## src/rtl/i2c_master_ctrl_if.sv

```systemverilog
// Host/pad-side signal bundle for the single-byte I2C master.
// master: the controller itself; slave: whoever drives requests and the SDA pad level.
interface i2c_master_ctrl_if;
    logic       start;
    logic       rw;
    logic [6:0] addr;
    logic [7:0] wdata;
    logic       sda_in;
    logic       scl_oe;
    logic       sda_oe;
    logic [7:0] rdata;
    logic       busy;
    logic       done;
    logic       ack_err;

    modport master (
        input  start, rw, addr, wdata, sda_in,
        output scl_oe, sda_oe, rdata, busy, done, ack_err
    );

    modport slave (
        output start, rw, addr, wdata, sda_in,
        input  scl_oe, sda_oe, rdata, busy, done, ack_err
    );
endinterface

```

## src/rtl/i2c_master_ctrl.sv

```systemverilog
// Single-byte I2C master: START, addr+R/W, ACK, one data byte, ACK/NACK, STOP.
// Each bit-slot is four quarters of QTR clk; all pad and status outputs are registered.
module i2c_master_ctrl #(
    parameter int QTR = 25
) (
    input  logic              clk,
    input  logic              rst_,
    i2c_master_ctrl_if.master bus
);
    localparam int QW = $clog2(QTR);

    // state | meaning
    // IDLE  | lines released, waiting for start
    // START | Q0-Q1 both released, Q2-Q3 SDA low with SCL released
    // ADDR  | eight slots of {addr,rw}, MSB first
    // ACK1  | slave acknowledges the address
    // DATA  | eight slots of write data or read sampling
    // ACK2  | slave ACK on write, master NACK on read
    // STOP  | SCL released in Q2, SDA released in Q3
    typedef enum logic [2:0] {IDLE, START, ADDR, ACK1, DATA, ACK2, STOP} state_t;

    state_t        state;
    logic [QW-1:0] qcnt;
    logic [1:0]    qidx;
    logic [2:0]    bit_cnt;
    logic [7:0]    tx_sh;
    logic [7:0]    rx_sh;
    logic [7:0]    wdata_q;
    logic          rw_q;
    logic          scl_oe;
    logic          sda_oe;
    logic [7:0]    rdata;
    logic          busy;
    logic          done;
    logic          ack_err;
    logic          q_end;

    assign q_end = (qcnt == '0);

    always_ff @(posedge clk or negedge rst_) begin
        if (!rst_) begin
            state   <= IDLE;
            qcnt    <= '0;
            qidx    <= '0;
            bit_cnt <= '0;
            tx_sh   <= '0;
            rx_sh   <= '0;
            wdata_q <= '0;
            rw_q    <= 1'b0;
            scl_oe  <= 1'b0;
            sda_oe  <= 1'b0;
            rdata   <= '0;
            busy    <= 1'b0;
            done    <= 1'b0;
            ack_err <= 1'b0;
        end else begin
            done <= 1'b0;
            if (state == IDLE) begin
                scl_oe <= 1'b0;
                sda_oe <= 1'b0;
                // The done cycle still belongs to the finished transfer, so a start there is dropped.
                if (bus.start && !done) begin
                    tx_sh   <= {bus.addr, bus.rw};
                    wdata_q <= bus.wdata;
                    rw_q    <= bus.rw;
                    ack_err <= 1'b0;
                    busy    <= 1'b1;
                    state   <= START;
                    qcnt    <= QW'(QTR - 1);
                    qidx    <= 2'd0;
                    bit_cnt <= 3'd0;
                end
            end else if (!q_end) begin
                qcnt <= qcnt - 1'b1;
            end else begin
                qcnt <= QW'(QTR - 1);
                qidx <= qidx + 2'd1;
                case (state)
                    START: begin
                        if (qidx == 2'd1) sda_oe <= 1'b1;
                        if (qidx == 2'd3) begin
                            state  <= ADDR;
                            scl_oe <= 1'b1;
                            sda_oe <= ~tx_sh[7];
                        end
                    end
                    STOP: begin
                        if (qidx == 2'd1) scl_oe <= 1'b0;
                        if (qidx == 2'd2) sda_oe <= 1'b0;
                        if (qidx == 2'd3) begin
                            state <= IDLE;
                            busy  <= 1'b0;
                            done  <= 1'b1;
                        end
                    end
                    default: begin
                        if (qidx == 2'd1) scl_oe <= 1'b0;
                        if (qidx == 2'd2) begin
                            if ((state == ACK1 || (state == ACK2 && !rw_q)) && bus.sda_in)
                                ack_err <= 1'b1;
                            if (state == DATA && rw_q)
                                rx_sh <= {rx_sh[6:0], bus.sda_in};
                        end
                        if (qidx == 2'd3) begin
                            scl_oe <= 1'b1;
                            case (state)
                                ADDR: begin
                                    if (bit_cnt == 3'd7) begin
                                        state  <= ACK1;
                                        sda_oe <= 1'b0;
                                    end else begin
                                        bit_cnt <= bit_cnt + 3'd1;
                                        tx_sh   <= {tx_sh[6:0], 1'b0};
                                        sda_oe  <= ~tx_sh[6];
                                    end
                                end
                                ACK1: begin
                                    if (ack_err) begin
                                        state  <= STOP;
                                        sda_oe <= 1'b1;
                                    end else begin
                                        state   <= DATA;
                                        bit_cnt <= 3'd0;
                                        tx_sh   <= wdata_q;
                                        sda_oe  <= ~rw_q & ~wdata_q[7];
                                    end
                                end
                                DATA: begin
                                    if (bit_cnt == 3'd7) begin
                                        state  <= ACK2;
                                        sda_oe <= 1'b0;
                                        if (rw_q) rdata <= rx_sh;
                                    end else begin
                                        bit_cnt <= bit_cnt + 3'd1;
                                        tx_sh   <= {tx_sh[6:0], 1'b0};
                                        sda_oe  <= ~rw_q & ~tx_sh[6];
                                    end
                                end
                                default: begin
                                    state  <= STOP;
                                    sda_oe <= 1'b1;
                                end
                            endcase
                        end
                    end
                endcase
            end
        end
    end

    assign bus.scl_oe  = scl_oe;
    assign bus.sda_oe  = sda_oe;
    assign bus.rdata   = rdata;
    assign bus.busy    = busy;
    assign bus.done    = done;
    assign bus.ack_err = ack_err;
endmodule

```

## src/flat_wrapper.sv

```systemverilog
// flat-port wrapper written by rule: the top's interface ports become plain ports
module i2c_master_ctrl_flat 
#(
    parameter int QTR = 25
)
  (clk, rst_, bus_start, bus_rw, bus_addr, bus_wdata, bus_sda_in, bus_scl_oe, bus_sda_oe, bus_rdata, bus_busy, bus_done, bus_ack_err);
  i2c_master_ctrl_if bus_i ();
  input  logic clk;
  input  logic rst_;
  input wire logic [$bits(bus_i.start)-1:0] bus_start;
  input wire logic [$bits(bus_i.rw)-1:0] bus_rw;
  input wire logic [$bits(bus_i.addr)-1:0] bus_addr;
  input wire logic [$bits(bus_i.wdata)-1:0] bus_wdata;
  input wire logic [$bits(bus_i.sda_in)-1:0] bus_sda_in;
  output wire logic [$bits(bus_i.scl_oe)-1:0] bus_scl_oe;
  output wire logic [$bits(bus_i.sda_oe)-1:0] bus_sda_oe;
  output wire logic [$bits(bus_i.rdata)-1:0] bus_rdata;
  output wire logic [$bits(bus_i.busy)-1:0] bus_busy;
  output wire logic [$bits(bus_i.done)-1:0] bus_done;
  output wire logic [$bits(bus_i.ack_err)-1:0] bus_ack_err;
  assign bus_i.start = bus_start;
  assign bus_i.rw = bus_rw;
  assign bus_i.addr = bus_addr;
  assign bus_i.wdata = bus_wdata;
  assign bus_i.sda_in = bus_sda_in;
  assign bus_scl_oe = bus_i.scl_oe;
  assign bus_sda_oe = bus_i.sda_oe;
  assign bus_rdata = bus_i.rdata;
  assign bus_busy = bus_i.busy;
  assign bus_done = bus_i.done;
  assign bus_ack_err = bus_i.ack_err;
  i2c_master_ctrl #(.QTR(QTR)) u_core (.clk(clk), .rst_(rst_), .bus(bus_i));
endmodule
```

## config.mk

```make
export PLATFORM = sky130hd
export DESIGN_NAME = i2c_master_ctrl_flat
export DESIGN_NICKNAME = d
export VERILOG_FILES = /design/src/rtl/i2c_master_ctrl_if.sv /design/src/rtl/i2c_master_ctrl.sv /design/src/flat_wrapper.sv
export SDC_FILE = /design/constraint.sdc
export NUM_CORES = 1
export LEC_CHECK = 0
export BUFFER_PORTS_ARGS = -buffer_cell sky130_fd_sc_hd__buf_4
export CORE_MARGIN = 2
export CORE_UTILIZATION = 35
export DETAILED_ROUTE_END_ITERATION = 8
export HOLD_SLACK_MARGIN = 0.06
export SLEW_MARGIN = 40
export SYNTH_ARGS = -nofsm -noshare
export SYNTH_HDL_FRONTEND = slang
export SYNTH_SLANG_ARGS = --single-unit
```

## constraint.sdc

```tcl
create_clock -name clk -period 2.25 [get_ports clk]
set_clock_uncertainty 0.1 [all_clocks]
set_input_delay 0.3375 -clock clk [delete_from_list [all_inputs] [get_ports clk]]
set_output_delay 0.3375 -clock clk [all_outputs]
set_load 0.01 [all_outputs]
```

==> out/metrics.cfg, run 1 <==
[timing]
fmax_mhz = 459
fin_crit_ps = 2180
setup_viol = 0
finalCritPeriodShare_pct = 96.8
setup_tns_ps = 0
max_slew_margin_pct = 56.9
hold_violations = 0
drv_slew = 0
tightest_slew_ps = 647

[yosys]
syn_area_mm2 = 0.00262
synth_seq_cells = 51
synth_cells = 249
synth_seq_area_share_pct = 48.7
synth_warnings = 0
syn_area_per_cell_um2 = 10.5
synth_top_area_share_pct = 48.7
synth-async-reset-ratio_pct = 100
synth_top_cell_by_area = dfrtp_1
synth_cell_types = 42
ys.flop_type = dfrtp_1
syn_nets = 275
synth_edf_count = 0
yosys-top-cells-area = dfrtp_1, mux2_2, nand2_1, a22oi_1, o21ai_0

[clocking]
clock_sink_count = 51
htree_levels = 2
root_buffer = clkbuf_8
cts_tree = yes
cts_buffer_depth = 2
clock_latency_ps = 320
cts_buffers = 5
clkTransAtPathRegs_ps = 100

[floorplanning]
num_io_pins = 33
dieWidth_um = 90.6
dieArea_mm2 = 0.00820
core_area_mm2 = 0.00725
start_util_pct = 36.2
rows = 31
die_h_um = 90.6

[global_route]
grtUsageTotal_pct = 14.1
antenna_found_initial = 0
grt-ovfl-total = 0
first_global_vias = 1903
grt_max_degree = 52
grt_first_pass_wirelength_um = 9490

[flow_run]
drv_cap = 0

[pwr]
switchingPower_mw = 1.16
pwr-share-seq_pct = 46.2
peakVddDrop_v = 0.000390
p_int_mw = 1.95
p_leak_nw = 1.44
switching_share_pct = 37.3
combinationalPowerShare_pct = 35.4
power.density_mw_per_mm2 = 985
clkPwrFrac_pct = 18.4

[layout]
final_cell_mix = dfrtp_1, buf_4, nand2_1, mux2_2, o21ai_0
nets = 318
n_antenna_cell = 0
final_util_pct = 43.5
synthToLayoutAreaGrowth_pct = 20.3
final_common_cell = dfrtp_1
final_cell_area_mm2 = 0.00316
drive_gt1_share_pct = 33.4

[route]
drc = 0
avgRoutedWirePerCell_um = 14.3
via_per_inst = 4.98
drt_iter0_markers = 161
ant_nets = 0
wl_um = 5610
vias = 1952
drt_first_pass_iters = 4

[placement]
portBuffers = 32
dp.final_hpwl_um = 3850
place_area_mm2 = 0.00303
gp_congestion = 0.815

[hold_path]
hold_class = in2reg

[worst_setup_path]
critPathMaxFanout = 5
cp.arrival_ps = 2280
crit_required_ps = 2350
end_kind = register
worst_setup_path_start_kind = register
critical_path_class = reg2reg

[status]
status = finished clean

==> kinds of logic (layout without fill, tap and decap cells) <==
logic type | after synthesis | after routing | synth area share, %
and+or+nand+nor | 75 | 75 | 14.1
buffers and inverters | 23 | 67 | 4.25
muxes | 36 | 36 | 15.3
adders and majority gates | 7 | 7 | 3.24
DFF | 51 | 51 | 48.7
xor gates and xnor gates | 1 | 1 | 0.334
AOI/OAI and AO/OA | 56 | 56 | 14.1
==> flip-flops by register name, indices dropped and copies added, names as in the netlist, 2 cells and up, named ones only <==
register / cells
u_core.bit_cnt: 3
u_core.bus.rdata: 8
u_core.qcnt: 5
u_core.qidx: 2
u_core.rx_sh: 8
u_core.state: 2
u_core.tx_sh: 8
u_core.wdata_q: 8
==> metal layers <==
metal  track usage (%)  wire length [µm]  vias to the layer above
met4              4.49                71                        0
li1                  -                 -                      957
met1              20.9              2890                      958
met5                 0                 0                        -
met3              2.67               175                        5
met2              20.8              2470                       32
==> power by group through the flow <==
stage / Combinational (mW) / Sequential [mW] / Clock, mW
finish: 1.10 / 1.43 / 0.572
global route: 1.24 / 1.48 / 0.637
CTS: 1.09 / 1.43 / 0.589
detailed placement: 1.08 / 1.45 / 0
global placement: 1.06 / 1.44 / 0
floorplan: 0.808 / 1.36 / 0
==> worst max-delay path, stage by stage, from the launching register on <==
cell and delay [ps]:
dfrtp_1 400, ha_2 180, ha_2 180, maj3_1 350
o32a_1 180, a21oi_2 200, buf_6 160, mux2_2 330
==> per-stage QoR <==
stage	setup WS [ps]	total power, mW	cells	hold slack [ps]
6_report	72.9	3.11	392	103
3_3_place_gp	78.7	2.50	382	313
5_1_grt	-27.0	3.36	392	99.1
3_5_place_dp	13.6	2.53	382	309
4_1_cts	50.6	3.11	392	103
2_1_floorplan	34.4	2.16	249	-58.1
==> area by class of cell <==
type | instances | area, µm²
Clock buffer | 5 | 68.8
Clock inverter | 3 | 27.5
Fill cell | 725 | 4100
Inverter | 10 | 37.5
Multi-Input combinational cell | 175 | 1240
Sequential cell | 51 | 1280
Tap cell | 99 | 124
Timing Repair Buffer | 49 | 378
==> cells in the mapped netlist (2+ instances only) <==
master     n
nand2_1   41
nor2_1    11
nor2b_1    4
nand3_1    4
a21oi_1   10
inv_1     10
nand2b_1   4
mux2i_1    3
buf_6      2
nor3_1     3
a22oi_1   14
clkbuf_1   5
buf_2      5
o21ai_0   18
dfrtp_1   51
ha_1       6
mux2_2    33
==> worst paths after layout <==
path	slack, ps	start	depth (start not counted)	end
setup / recovery	70	u_core.bit_cnt[1]$_DFFE_PN0P_	7	u_core.tx_sh[5]$_DFFE_PN0P_
hold / removal	100	bus_wdata[7]	3	u_core.wdata_q[7]$_DFFE_PN0P_
setup reg to reg	70	u_core.bit_cnt[1]$_DFFE_PN0P_	7	u_core.tx_sh[5]$_DFFE_PN0P_
hold reg to reg	400	u_core.wdata_q[0]$_DFFE_PN0P_	2	u_core.wdata_q[0]$_DFFE_PN0P_
max in group asynchronous	1140	rst_	2	u_core.qidx[0]$_DFFE_PN0P_
min in group asynchronous	480	rst_	2	u_core.bus.scl_oe$_DFFE_PN0P_
==> repair_timing <==
action,CTS,global route
setup buffers,1,0
hold buffers,1,0
endpoints found under the hold margin,51,0
gates resized for setup,1,4
gates cloned,0,0
setup endpoints to repair,6,8
pin swaps,0,2
(Power assumes the default switching activity.)
==> run 2: changes to the inputs <==
Clock period 2.25 ns to 2.3 ns, I/O delays scaled along.
==> out/metrics.cfg, run 2 (synthesized netlist as in run 1, its figures left out) <==
[timing]
rsz0062_at_grt = false
setup_tns_ps = 0  ; unchanged
fin_crit_ps = 2160  ; -15.1 ps
hold_violations = 0  ; unchanged
drv_slew = 0  ; unchanged
tightest_slew_ps = 664  ; +17.0 ps
finalCritPeriodShare_pct = 94.0  ; -2.8 points
fmax_mhz = 463  ; +0.70%
setup_viol = 0  ; unchanged
max_slew_margin_pct = 55.7  ; -1.1 points
setup_ws_ps = 138  ; +65.1 ps

[flow_run]
drv_cap = 0  ; unchanged

[layout]
n_antenna_cell = 0  ; unchanged
drive_gt1_share_pct = 33.1  ; -0.34 points
final_common_cell = dfrtp_1
final_cell_mix = dfrtp_1, buf_4, nand2_1, mux2_2, o21ai_0
nets = 318  ; unchanged
synthToLayoutAreaGrowth_pct = 19.9

[worst_setup_path]
cp.arrival_ps = 2260  ; -20 ps
cp_slowest_cell = dfrtp_1
crit_family = adder cells
r2r_start = u_core.bit_cnt[0]$_DFFE_PN0P_
worst_setup_path_start_kind = register
crit_chain = ha_1 -> ha_1 -> maj3_1 -> o32a_1 -> a21oi_2 -> buf_4 -> mux2_2
critPathLaunch = u_core.bit_cnt[0]$_DFFE_PN0P_
cp_slowest_stage_delay_ps = 400  ; about the same
crit_buf_inv = 1  ; unchanged
critPathMaxFanout = 6  ; +1
crit_required_ps = 2400  ; +50 ps
end_kind = register
critical_path_class = reg2reg
timing.critical_path.mode_cell = ha_1

[global_route]
grt_max_degree = 52  ; unchanged
antenna_found_initial = 0  ; unchanged
grt-ovfl-total = 0  ; unchanged
first_global_vias = 1978  ; +3.9%
grt_first_pass_wirelength_um = 9720  ; +2.3%
grtUsageTotal_pct = 14.4  ; +0.23 points

[route]
vias = 1974  ; +1.1%
drt_iter0_markers = 153  ; -5.0%
drt-met1-wl_um = 2870  ; -0.62%
drt_first_pass_iters = 4  ; unchanged
drc = 0  ; unchanged
met3_wirelength_um = 186  ; +6.3%
avgRoutedWirePerCell_um = 14.7  ; +2.8%
via_per_inst = 5.04  ; +1.1%
wl_met2_um = 2640  ; +7.0%
ant_nets = 0  ; unchanged
wl_um = 5760  ; +2.8%
top_layer = met4

[placement]
gp_congestion = 0.828  ; +1.7%
dp.final_hpwl_um = 4120  ; +7.0%
portBuffers = 32  ; unchanged
dp_slack_ps = 97.7  ; +84.0 ps

[pwr]
peakVddDrop_v = 0.000424  ; +8.6%
p_leak_nw = 1.44  ; about the same
power.density_mw_per_mm2 = 966  ; -1.9%

[clocking]
clock_sink_count = 51  ; unchanged
htree_levels = 2  ; unchanged
cts_buffer_depth = 2  ; unchanged
root_buffer = clkbuf_8
cts_tree = yes
clkTransAtPathRegs_ps = 100  ; about the same
cts_buffers = 5  ; unchanged
clock_latency_ps = 310  ; about the same

[floorplanning]
rows = 31  ; unchanged
start_util_pct = 36.2  ; unchanged
dieArea_mm2 = 0.00820  ; unchanged
dieWidth_um = 90.6  ; unchanged
core_area_mm2 = 0.00725  ; unchanged
die_h_um = 90.6  ; unchanged
num_io_pins = 33  ; unchanged

[hold_path]
hold_class = in2reg
hold_start = bus_wdata[5]

[status]
status = finished clean

run 2: cell counts in the layout (fill, tap and decap cells not counted):
No cell type changed its count.
run 2: power by group:
group / switching [mW] / total, mW / internal [mW]
sequential: 0.254 / 1.40 / 1.15
clock: 0.334 / 0.561 / 0.226
combinational: 0.557 / 1.07 / 0.517
total: 1.15 / 3.04 / 1.89
run 2: repair_timing:
action                     CTS  global route
setup endpoints to repair    0             5
setup buffers                0             3
hold endpoints to repair    51             0
hold buffers                 1             0
gates resized for setup      0             2
run 2: path summary, 6_finish.rpt:
path	to	slack [ps]	cells past startpoint
worst max-delay path	u_core.tx_sh[0]$_DFFE_PN0P_	140	7
worst min-delay path	u_core.wdata_q[5]$_DFFE_PN0P_	120	3
worst max register to register	u_core.tx_sh[0]$_DFFE_PN0P_	140	7
worst min register to register	u_core.wdata_q[0]$_DFFE_PN0P_	400	2
max in group asynchronous	u_core.tx_sh[2]$_DFFE_PN0P_	1150	2
min in group asynchronous	u_core.wdata_q[5]$_DFFE_PN0P_	490	2
run 2: per-stage QoR:
step / utilization, % / area (µm²) / hold slack, ps / instances / power, mW
floorplan: - / 2620 / -50.6 / 249 / 2.12
global placement: 41.5 / 3010 / 323 / 380 / 2.44
detailed placement: 41.5 / 3010 / 325 / 380 / 2.48
CTS: 43.0 / 3120 / 116 / 389 / 3.06
global route: 43.4 / 3140 / 109 / 392 / 3.28
finish: 43.4 / 3140 / 118 / 392 / 3.04
run 2: worst min-delay path: stages:
cell and delay [ps]:
buf_4 70, nand2_1 40, nand2_1 40
run 2: layer usage:
layer	global-route usage [%]	vias up
met3	2.75	6
met4	3.72	0
li1	-	960
met1	20.1	965
met5	0	-
met2	22.9	43
run 2: layout make-up:
cell class                 instances  area (µm²)
clock buffer                       5        68.8
clock inverter                     3        27.5
fill                             726        4110
inverter                          10        37.5
multi-input combinational        175        1240
sequential                        51        1280
tap                               99         124
timing repair buffer              49         370
